===== config.mk =====
export PLATFORM = sky130hd
export DESIGN_NAME = skew_buffer_pp
export DESIGN_NICKNAME = d
export VERILOG_FILES = /design/src/rtl/skew_buffer_pp.sv
export SDC_FILE = /design/constraint.sdc
export NUM_CORES = 2
export LEC_CHECK = 0
export BUFFER_PORTS_ARGS = -buffer_cell sky130_fd_sc_hd__buf_2
export CORE_ASPECT_RATIO = 1.25
export CORE_MARGIN = 1
export CORE_UTILIZATION = 50
export CTS_BUF_LIST = sky130_fd_sc_hd__clkbuf_4
export DETAILED_ROUTE_END_ITERATION = 7
export GPL_TIMING_DRIVEN = 0
export PLACE_DENSITY = 0.73
export SYNTH_ARGS = -nofsm -noshare
export SYNTH_HDL_FRONTEND = slang
export SYNTH_SLANG_ARGS = --single-unit
export TNS_END_PERCENT = 100

===== constraint.sdc =====
create_clock -name clk -period 4.15 [get_ports clk]
set_input_delay 0.2075 -clock clk [delete_from_list [all_inputs] [get_ports clk]]
set_output_delay 0.2075 -clock clk [all_outputs]
set_load 0.01 [all_outputs]

===== src/rtl/skew_buffer_pp.sv =====
// rtl/skew_buffer_pp.sv - ping-pong operand tile buffer with diagonally skewed drain
module skew_buffer_pp #(
  parameter int ARRAY_SIZE = 8,
  parameter int DATA_WIDTH = 8,
  parameter int K_DEPTH    = 8
) (
  input  logic                         clk,
  input  logic                         rst_n,
  input  logic                         flush,
  input  logic                         wr_valid,
  output logic                         wr_ready,
  input  logic signed [DATA_WIDTH-1:0] wr_data [ARRAY_SIZE],
  input  logic                         rd_enable,
  input  logic                         skew_en,
  output logic signed [DATA_WIDTH-1:0] data_out [ARRAY_SIZE],
  output logic        [ARRAY_SIZE-1:0] valid_out,
  output logic                         tile_done,
  output logic                         busy
);
  localparam int CNT_W = $clog2(K_DEPTH + ARRAY_SIZE);
  localparam int COL_W = (K_DEPTH > 1) ? $clog2(K_DEPTH) : 1;
  // Index of the final drain step in each mode.
  localparam logic [CNT_W-1:0] LAST_SKEW  = CNT_W'(K_DEPTH + ARRAY_SIZE - 2);
  localparam logic [CNT_W-1:0] LAST_ALIGN = CNT_W'(K_DEPTH - 1);
  localparam logic [COL_W-1:0] LAST_COL   = COL_W'(K_DEPTH - 1);
  localparam logic [CNT_W-1:0] K_CNT      = CNT_W'(K_DEPTH);

  typedef enum logic {IDLE, DRAIN} state_t;
  state_t state, state_nx;

  logic signed [DATA_WIDTH-1:0] bank [2][ARRAY_SIZE][K_DEPTH];
  logic [1:0]       bank_full;
  logic             wr_bank, rd_bank;
  logic [COL_W-1:0] wr_col;
  logic [CNT_W-1:0] rd_cnt;
  logic             skew_q;

  logic             wr_accept, drain_step, last_step, drain_start;
  logic [CNT_W-1:0] last_cnt, lane_off, lane_e;
  logic signed [DATA_WIDTH-1:0] lane_data [ARRAY_SIZE];
  logic [ARRAY_SIZE-1:0]        lane_valid;

  assign wr_ready  = !bank_full[wr_bank];
  assign wr_accept = wr_valid && wr_ready && !flush;

  always_ff @(posedge clk or negedge rst_n) begin
    if (!rst_n) state <= IDLE;
    else        state <= state_nx;
  end

  always_comb begin
    state_nx = state;
    if (flush) begin
      state_nx = IDLE;
    end else begin
      case (state)
        IDLE:    if (bank_full[rd_bank]) state_nx = DRAIN;
        DRAIN:   if (last_step && !bank_full[~rd_bank]) state_nx = IDLE;
        default: state_nx = IDLE;
      endcase
    end
  end

  always_comb begin
    busy        = (state == DRAIN);
    drain_step  = busy && rd_enable;
    last_cnt    = skew_q ? LAST_SKEW : LAST_ALIGN;
    last_step   = drain_step && (rd_cnt == last_cnt);
    drain_start = (state == IDLE) && bank_full[rd_bank];
  end

  // Lane i reads element rd_cnt - i in skewed mode; out-of-window slots read 0.
  always_comb begin
    lane_off = '0;
    lane_e   = '0;
    for (int i = 0; i < ARRAY_SIZE; i++) begin
      lane_off      = skew_q ? CNT_W'(i) : '0;
      lane_e        = rd_cnt - lane_off;
      lane_valid[i] = (rd_cnt >= lane_off) && (lane_e < K_CNT);
      lane_data[i]  = lane_valid[i] ? bank[rd_bank][i][lane_e[COL_W-1:0]] : '0;
    end
  end

  always_ff @(posedge clk or negedge rst_n) begin
    if (!rst_n) begin
      bank_full <= '0;
      wr_bank   <= 1'b0;
      wr_col    <= '0;
      rd_bank   <= 1'b0;
      rd_cnt    <= '0;
      skew_q    <= 1'b0;
      for (int b = 0; b < 2; b++)
        for (int i = 0; i < ARRAY_SIZE; i++)
          for (int k = 0; k < K_DEPTH; k++)
            bank[b][i][k] <= '0;
    end else if (flush) begin
      bank_full <= '0;
      wr_bank   <= 1'b0;
      wr_col    <= '0;
      rd_bank   <= 1'b0;
      rd_cnt    <= '0;
      skew_q    <= 1'b0;
    end else begin
      if (wr_accept) begin
        for (int i = 0; i < ARRAY_SIZE; i++)
          bank[wr_bank][i][wr_col] <= wr_data[i];
        if (wr_col == LAST_COL) begin
          wr_col             <= '0;
          bank_full[wr_bank] <= 1'b1;
          wr_bank            <= ~wr_bank;
        end else begin
          wr_col <= wr_col + 1'b1;
        end
      end
      // Write and release always target different banks, so both updates stand.
      if (drain_start) begin
        rd_cnt <= '0;
        skew_q <= skew_en;
      end else if (last_step) begin
        rd_cnt             <= '0;
        bank_full[rd_bank] <= 1'b0;
        rd_bank            <= ~rd_bank;
        skew_q             <= skew_en;
      end else if (drain_step) begin
        rd_cnt <= rd_cnt + 1'b1;
      end
    end
  end

  always_ff @(posedge clk or negedge rst_n) begin
    if (!rst_n) begin
      for (int i = 0; i < ARRAY_SIZE; i++) data_out[i] <= '0;
      valid_out <= '0;
      tile_done <= 1'b0;
    end else if (flush || state == IDLE) begin
      for (int i = 0; i < ARRAY_SIZE; i++) data_out[i] <= '0;
      valid_out <= '0;
      tile_done <= 1'b0;
    end else if (rd_enable) begin
      data_out  <= lane_data;
      valid_out <= lane_valid;
      tile_done <= last_step;
    end else begin
      tile_done <= 1'b0;
    end
  end

endmodule


# ---- After elaboration in Yosys (flattened, before gate mapping)
# Index checks and enable logic that the tools add are counted.
dict set report totals {
  register_bits 1110
  latch_bits 0
  ram_bits 0
  rom_bits 0
  in_bits 70
  out_inout_bits 75
  word_cells 351
  memories 0
}
dict set report classes {
  addsub 9
  multipliers 0
  n_div 0
  magnitude_cmp 34
  n_eq_ne 3
  shifts 0
  mux 111
  bitwise 18
  n_reduce_logical 31
}
# cell count
set op_table {}
lappend op_table {{$bwmux W1024} 8}
lappend op_table {{$demux W512 S1} 8}
lappend op_table {{$mux W512} 4}
lappend op_table {{$mux W448} 1}
lappend op_table {{$mux W384} 1}
lappend op_table {{$mux W320} 1}
lappend op_table {{$mux W256} 1}
lappend op_table {{$mux W8} 27}
lappend op_table {{$bmux W8 S3} 8}
lappend op_table {{$mux W192} 1}
lappend op_table {{$mux W64} 3}
lappend op_table {{$mux W128} 1}
lappend op_table {{$ge A4 B4 Y1 const B} 9}
lappend op_table {{$not A3 Y4} 9}
lappend op_table {{$lt A4 B4 Y1 const B} 8}
lappend op_table {{$demux W8 S3} 1}
lappend op_table {{$mux W1} 23}
lappend op_table {{$mux W3} 7}
lappend op_table {{$mux W4} 5}
lappend op_table {{$logic_and A1 B1 Y1} 18}
lappend op_table {{$ge A4 B3 Y1} 4}
lappend op_table {{$mux W2} 8}
lappend op_table {{$sub A4 B3 Y4} 4}
lappend op_table {{$ge A4 B2 Y1} 2}
lappend op_table {{27 further kinds} 44}

# ---- Logic depth before layout (Yosys ltp)
dict set report depth {
  word_depth 15
  mapped_depth 13
  depth_no_buf 9
}

# ---- Least setup slack after synthesis
# No wires, ideal clock.
dict set report synth_path {
  kind {flip-flop to flip-flop}
  start {reg rd_cnt[0]}
  end {reg data_out[0] (netlist name)}
  arrival_time_ns 2.927
  required_time_ns 4.082
  slack_ns 1.155
  path_stages_with_launch 12
  n_path_buf 3
  cell_sequence {dfrtp_1 -> clkbuf_1 -> clkbuf_1 -> inv_1 -> ha_1 -> inv_1 -> fa_1 -> clkbuf_1 -> a21oi_1 -> or3_1 -> a221oi_2 -> a22o_1}
}
dict set report synth_between {
  elab_chain_cells 8
  elab_cells_between_ends 11
  cone_classes {add/sub: 1; order compare: 2; mux: 6; bitwise: 1; reduce/logical: 1}
}
# element line_no
set synth_lines {}
lappend synth_lines {{start: declaration} 35} ;# logic [CNT_W-1:0] rd_cnt;
lappend synth_lines {{start signal: assignment} 125} ;# rd_cnt <= rd_cnt + 1'b1;
lappend synth_lines {{$sub A4 B3 Y4} 78} ;# lane_e = rd_cnt - lane_off;
lappend synth_lines {{$not A3 Y4 (not written as such)} 80} ;# lane_data[i] = lane_valid[i] ? bank[rd_bank][i][lane_e[COL_W-1:0]] : '0;
lappend synth_lines {{$bmux W8 S3} 80}
lappend synth_lines {{$mux W8 (not written as such) (2 in a row)} 80}
lappend synth_lines {{$mux W8 *} 80}
lappend synth_lines {{$mux W64 *} 139} ;# end else if (rd_enable) begin
lappend synth_lines {{$mux W64 *} 135} ;# end else if (flush || state == IDLE) begin
lappend synth_lines {{end signal: assignment} 140} ;# data_out <= lane_data;
lappend synth_lines {{end: declaration} 15} ;# output logic signed [DATA_WIDTH-1:0] data_out [ARRAY_SIZE],
# Every way passes the cells marked *; elsewhere a longest branch is shown, timed or not. The select of a mux whose other input is x is not followed.
# A chain may end at the register's enable or synchronous reset.

# ---- Worst setup path after layout
dict set report layout_path {
  start {reg rd_cnt[0]}
  end {reg data_out[36] (netlist name)}
}
dict set report layout_between {
  elab_chain_cells 8
  elab_cells_between_ends 11
  cone_classes {add/sub: 1; order compare: 2; mux: 6; bitwise: 1; reduce/logical: 1}
}
# element line_no
set layout_lines {}
lappend layout_lines {{$sub A4 B2 Y4} 78}
lappend layout_lines {{$not A3 Y4 (not written as such)} 80}
lappend layout_lines {{$bmux W8 S3} 80}
lappend layout_lines {{$mux W8 (not written as such) (2 in a row)} 80}
lappend layout_lines {{$mux W8 *} 80}
lappend layout_lines {{$mux W64 *} 139}
lappend layout_lines {{$mux W64 *} 135}
# Marked as above.

==> key figures <==
Run status
  – Status: finished, final reports clean

Timing
  – Slew headroom: between 6 and 7%
  – Actual slew at the worst max-slew pin: about 1.4 ns
  – RSZ-0062 raised after global routing: no
  – Period utilization: between 90% and 100%
  – Worst Skew: 0.08218 ns
  – Slew Limit Fails: 0
  – Hold Fails Final Rpt: 0
  – Fmax: ~240 MHz
  – Final setup vio count: 0
  – Fin Setup TNS: 0 ns
  – Crit path time final: between 4 and 5 ns

Synthesis
  – Post-Syn Area: ~49000 um2
  – FFs w/ async S/R, synth: 100.0%
  – Synth Flop Type: dfrtp_1
  – Post-Syn Area per Cell: 15.68 um2
  – Post-synth cell types: 53
  – Yosys Warn Count: 0
  – Cells after Synth: ~3.2k
  – Largest cells by area after synthesis: dfrtp_1, mux2_2, mux4_2
  – Area leader, netlist: dfrtp_1
  – Sequential area share after synthesis: 56.16%
  – Most instantiated cells after synthesis: dfrtp_1, mux2_2, mux4_2
  – Post-synth top area share: 56.16%
  – FF+latch count, synth: 1110
  – Post-synth EDFFs: 0
  – Synthesized Nets: between 3k and 4k
  – Most frequent cell after synthesis: dfrtp_1

Clock tree
  – Clk sinks: about 1.1k
  – Clk buf depth: 4
  – CTS buffer count: about 300
  – TritonCTS clock tree: done
  – Post-CTS setup buffer count: 0
  – H-tree depth: 5
  – Worst skew pair latency: 1.22 ns
  – Clock transition at path regs: roughly 0.07 ns
  – CTS root buffer: clkbuf_4

Worst setup path
  – RR Startpoint: rd_cnt[0]
  – R2R setup slack: 0.007 ns
  – Req. time, crit path: 5.26 ns
  – Crit start category: flop
  – Reg2Reg Capture Point: data_out[36]
  – Family with the most delay on the worst path: buffers and inverters
  – Slowest cell on crit path: a221oi_2
  – R2R depth: 12
  – Worst Path Buf+Inv: 6
  – Critical-path cell list: clkbuf_2 > clkbuf_2 > inv_1 > ha_1 > inv_1 > fa_1 > clkbuf_1 > a21oi_1 > or2_2 > a221oi_2 > buf_4 > a22o_1
  – CP max stage delay: 0.67 ns
  – CP Capture Type: flop
  – WS Path Type: flop to flop
  – WP data arrival: between 5 and 6 ns
  – Max FO, Critical Path: 10

Routing
  – DR WL/cell: about 28 um
  – Via count: roughly 31k
  – Remaining antenna violation count after routing: 0
  – Vias per Instance: roughly 6.1
  – Drt drc: 0
  – WL final: around 150 mm
  – DR iter-0 viols: 2649
  – First-pass detailed-route iteration total: 5

Global routing
  – Number of global-route vias before repair: between 30k and 40k
  – Initial antenna violation count: 8
  – Overflow after GRT: 0
  – Total track usage: just under 30%
  – Largest net degree at the start of global routing: about 170
  – First-pass GRT wire length: 217.9 mm

Pwr
  – Switching Fraction: about a quarter
  – Sequential Power Share: between 50% and 60%
  – Clk network pwr share: a little under two fifths
  – Pleak: 27.24 nW
  – Peak VDD IR: 0.3219 mV
  – NetSw: 5.932 mW
  – Power density cells: ~410 nW/um2
  – Internal power: ~17 mW
  – Combinational share of power: between 10 and 15%
  – Power Total: about 23 mW

Hold path
  – Cell count of the worst hold path: 4
  – Hold Startpoint: flush
  – Hold endpoint: rd_cnt[2]
  – Type of the most critical hold path: primary input to flop

Placement
  – Number of port buffers: between 100 and 150
  – GP Congestion: between 0.8 and 0.9
  – Final HPWL DP: around 95 mm

Floorplan
  – Initial Util: 50.63%
  – I/O pins: 145
  – DIE AREA: between 100000 and 150000 um2
  – Die Span Y: about 350 um
  – Die X: ~280 um
  – Placeable core area: 97690 um2
  – # rows: approximately 130

Job
  – # Max-Cap Violations: 0

Layout
  – Final Net Count: 3831
  – Area Growth Syn to Fin: 14.67%
  – Layout cells sized above 1: 49.82%
==> tightest hold or removal path, stage by stage <==
cell and delay [ns]:
dlygate4sd3_1 0.56, buf_2 0.18, o21bai_1 0.28, nor3_1 0.09
==> cell type report <==
type | count | area [um2]
tap | 1300 | 1627
fill | 7838 | 40980
antenna | 10 | 25.02
buffer | 259 | 1165
multi-input combinational | 1773 | 20520
clock buffer | 400 | 3003
timing repair buffer | 296 | 2384
inverter | 13 | 48.80
clock inverter | 35 | 161.4
sequential | 1110 | 27780
==> kinds of logic (layout without fill, tap and decap cells) <==
family                   after synthesis  after routing  share of synthesized area, %
AO/OA/AOI/OAI                        215            215                         3.223
AND/OR/NAND/NOR                      207            207                         2.011
buffers and inverters                272           1003                         2.413
flip-flops                          1110           1110                         56.16
XOR/XNOR                              15             15                        0.2656
adder cells (fa/ha/maj)               13             13                        0.3592
other                                  0             10                             0
multiplexers                        1323           1323                         35.57
==> sequential cells by signal, indices dropped and copies added, names as in the netlist, 2 cells and up <==
| register | flops |
|---|---|
| data_out | 64 |
| bank | 1024 |
| bank_full | 2 |
| valid_out | 8 |
| wr_col | 3 |
| rd_cnt | 4 |
==> cell usage in the layout, fill, tap and decap left out, types with 8 or more instances in the layout <==
cell	n
a211oi_1	10
a21o_1	14
a21oi_1	16
a22o_1	32
a22oi_1	66
a32o_1	8
and2_1	17
buf_1	12
buf_2	242
clkbuf_1	130
clkbuf_2	10
clkbuf_4	400
clkinv_1	25
dfrtp_1	1110
diode_2	10
dlygate4sd3_1	142
ha_1	11
inv_1	12
mux2_1	45
mux2_2	991
mux2i_1	43
mux4_2	244
nand2_1	110
nand2b_1	8
nand3_1	9
nor2_1	20
nor2b_1	8
nor3_1	12
o21ai_0	17
o22ai_1	23
o31ai_1	9
xnor2_1	10
==> worst max-delay path by stage <==
stage,endpoint,from,cells past startpoint,slack [ns]
final,data_out[36],rd_cnt[0],12,0.007
after CTS,skew_q,rd_cnt[0],9,0.06
after floorplan,data_out[0],rd_cnt[0],11,1.16
after global placement,data_out[27],rst_n,1,-21.35
after detailed placement,data_out[20],rd_cnt[0],9,-0.71
after global routing,data_out[38],rd_cnt[0],12,0.01
==> per-layer routing <==
layer	share of wire [%]	routed length (um)	track usage (%)
met5	0.043	63	0
met4	4.8	6968	14.29
met3	7.5	10950	8.215
met2	49	70830	48.06
met1	39	56650	37.23
==> power by group through the flow <==
| stage | Clock, mW | Sequential (mW) | Combinational, mW |
|---|---|---|---|
| 5_1_grt | 9.47 | 12.1 | 2.81 |
| 3_5_place_dp | 0 | 12.2 | 2.48 |
| 6_report | 8.76 | 12.0 | 2.61 |
| 4_1_cts | 8.88 | 12.0 | 2.61 |
| 2_1_floorplan | 0 | 12.1 | 1.70 |
| 3_3_place_gp | 0 | 12.2 | 2.39 |
==> through the flow <==
step | area (um2) | hold WS, ns | setup WS [ns] | cells | utilization [%]
floorplan | 49460 | -0.08809 | 1.155 | 3155 | -
global placement | 51810 | 0.4574 | -21.35 | 4599 | 53.03
detailed placement | 52070 | -0.001467 | -0.7079 | 4609 | 53.30
CTS | 56680 | 0.03527 | 0.05671 | 5186 | 58.02
global route | 56700 | 0.1030 | 0.01297 | 5190 | 58.04
finish | 56710 | 0.1254 | 0.007157 | 5196 | 58.05
==> what timing repair did <==
action / CTS / global route
pin swaps: 0 / 0
hold endpoints to repair: 1871 / 0
hold buffers: 142 / 0
gates resized for setup: 13 / 2
endpoints found under the setup margin: 38 / 2
Note: power is estimated with default switching activity, not from simulation.
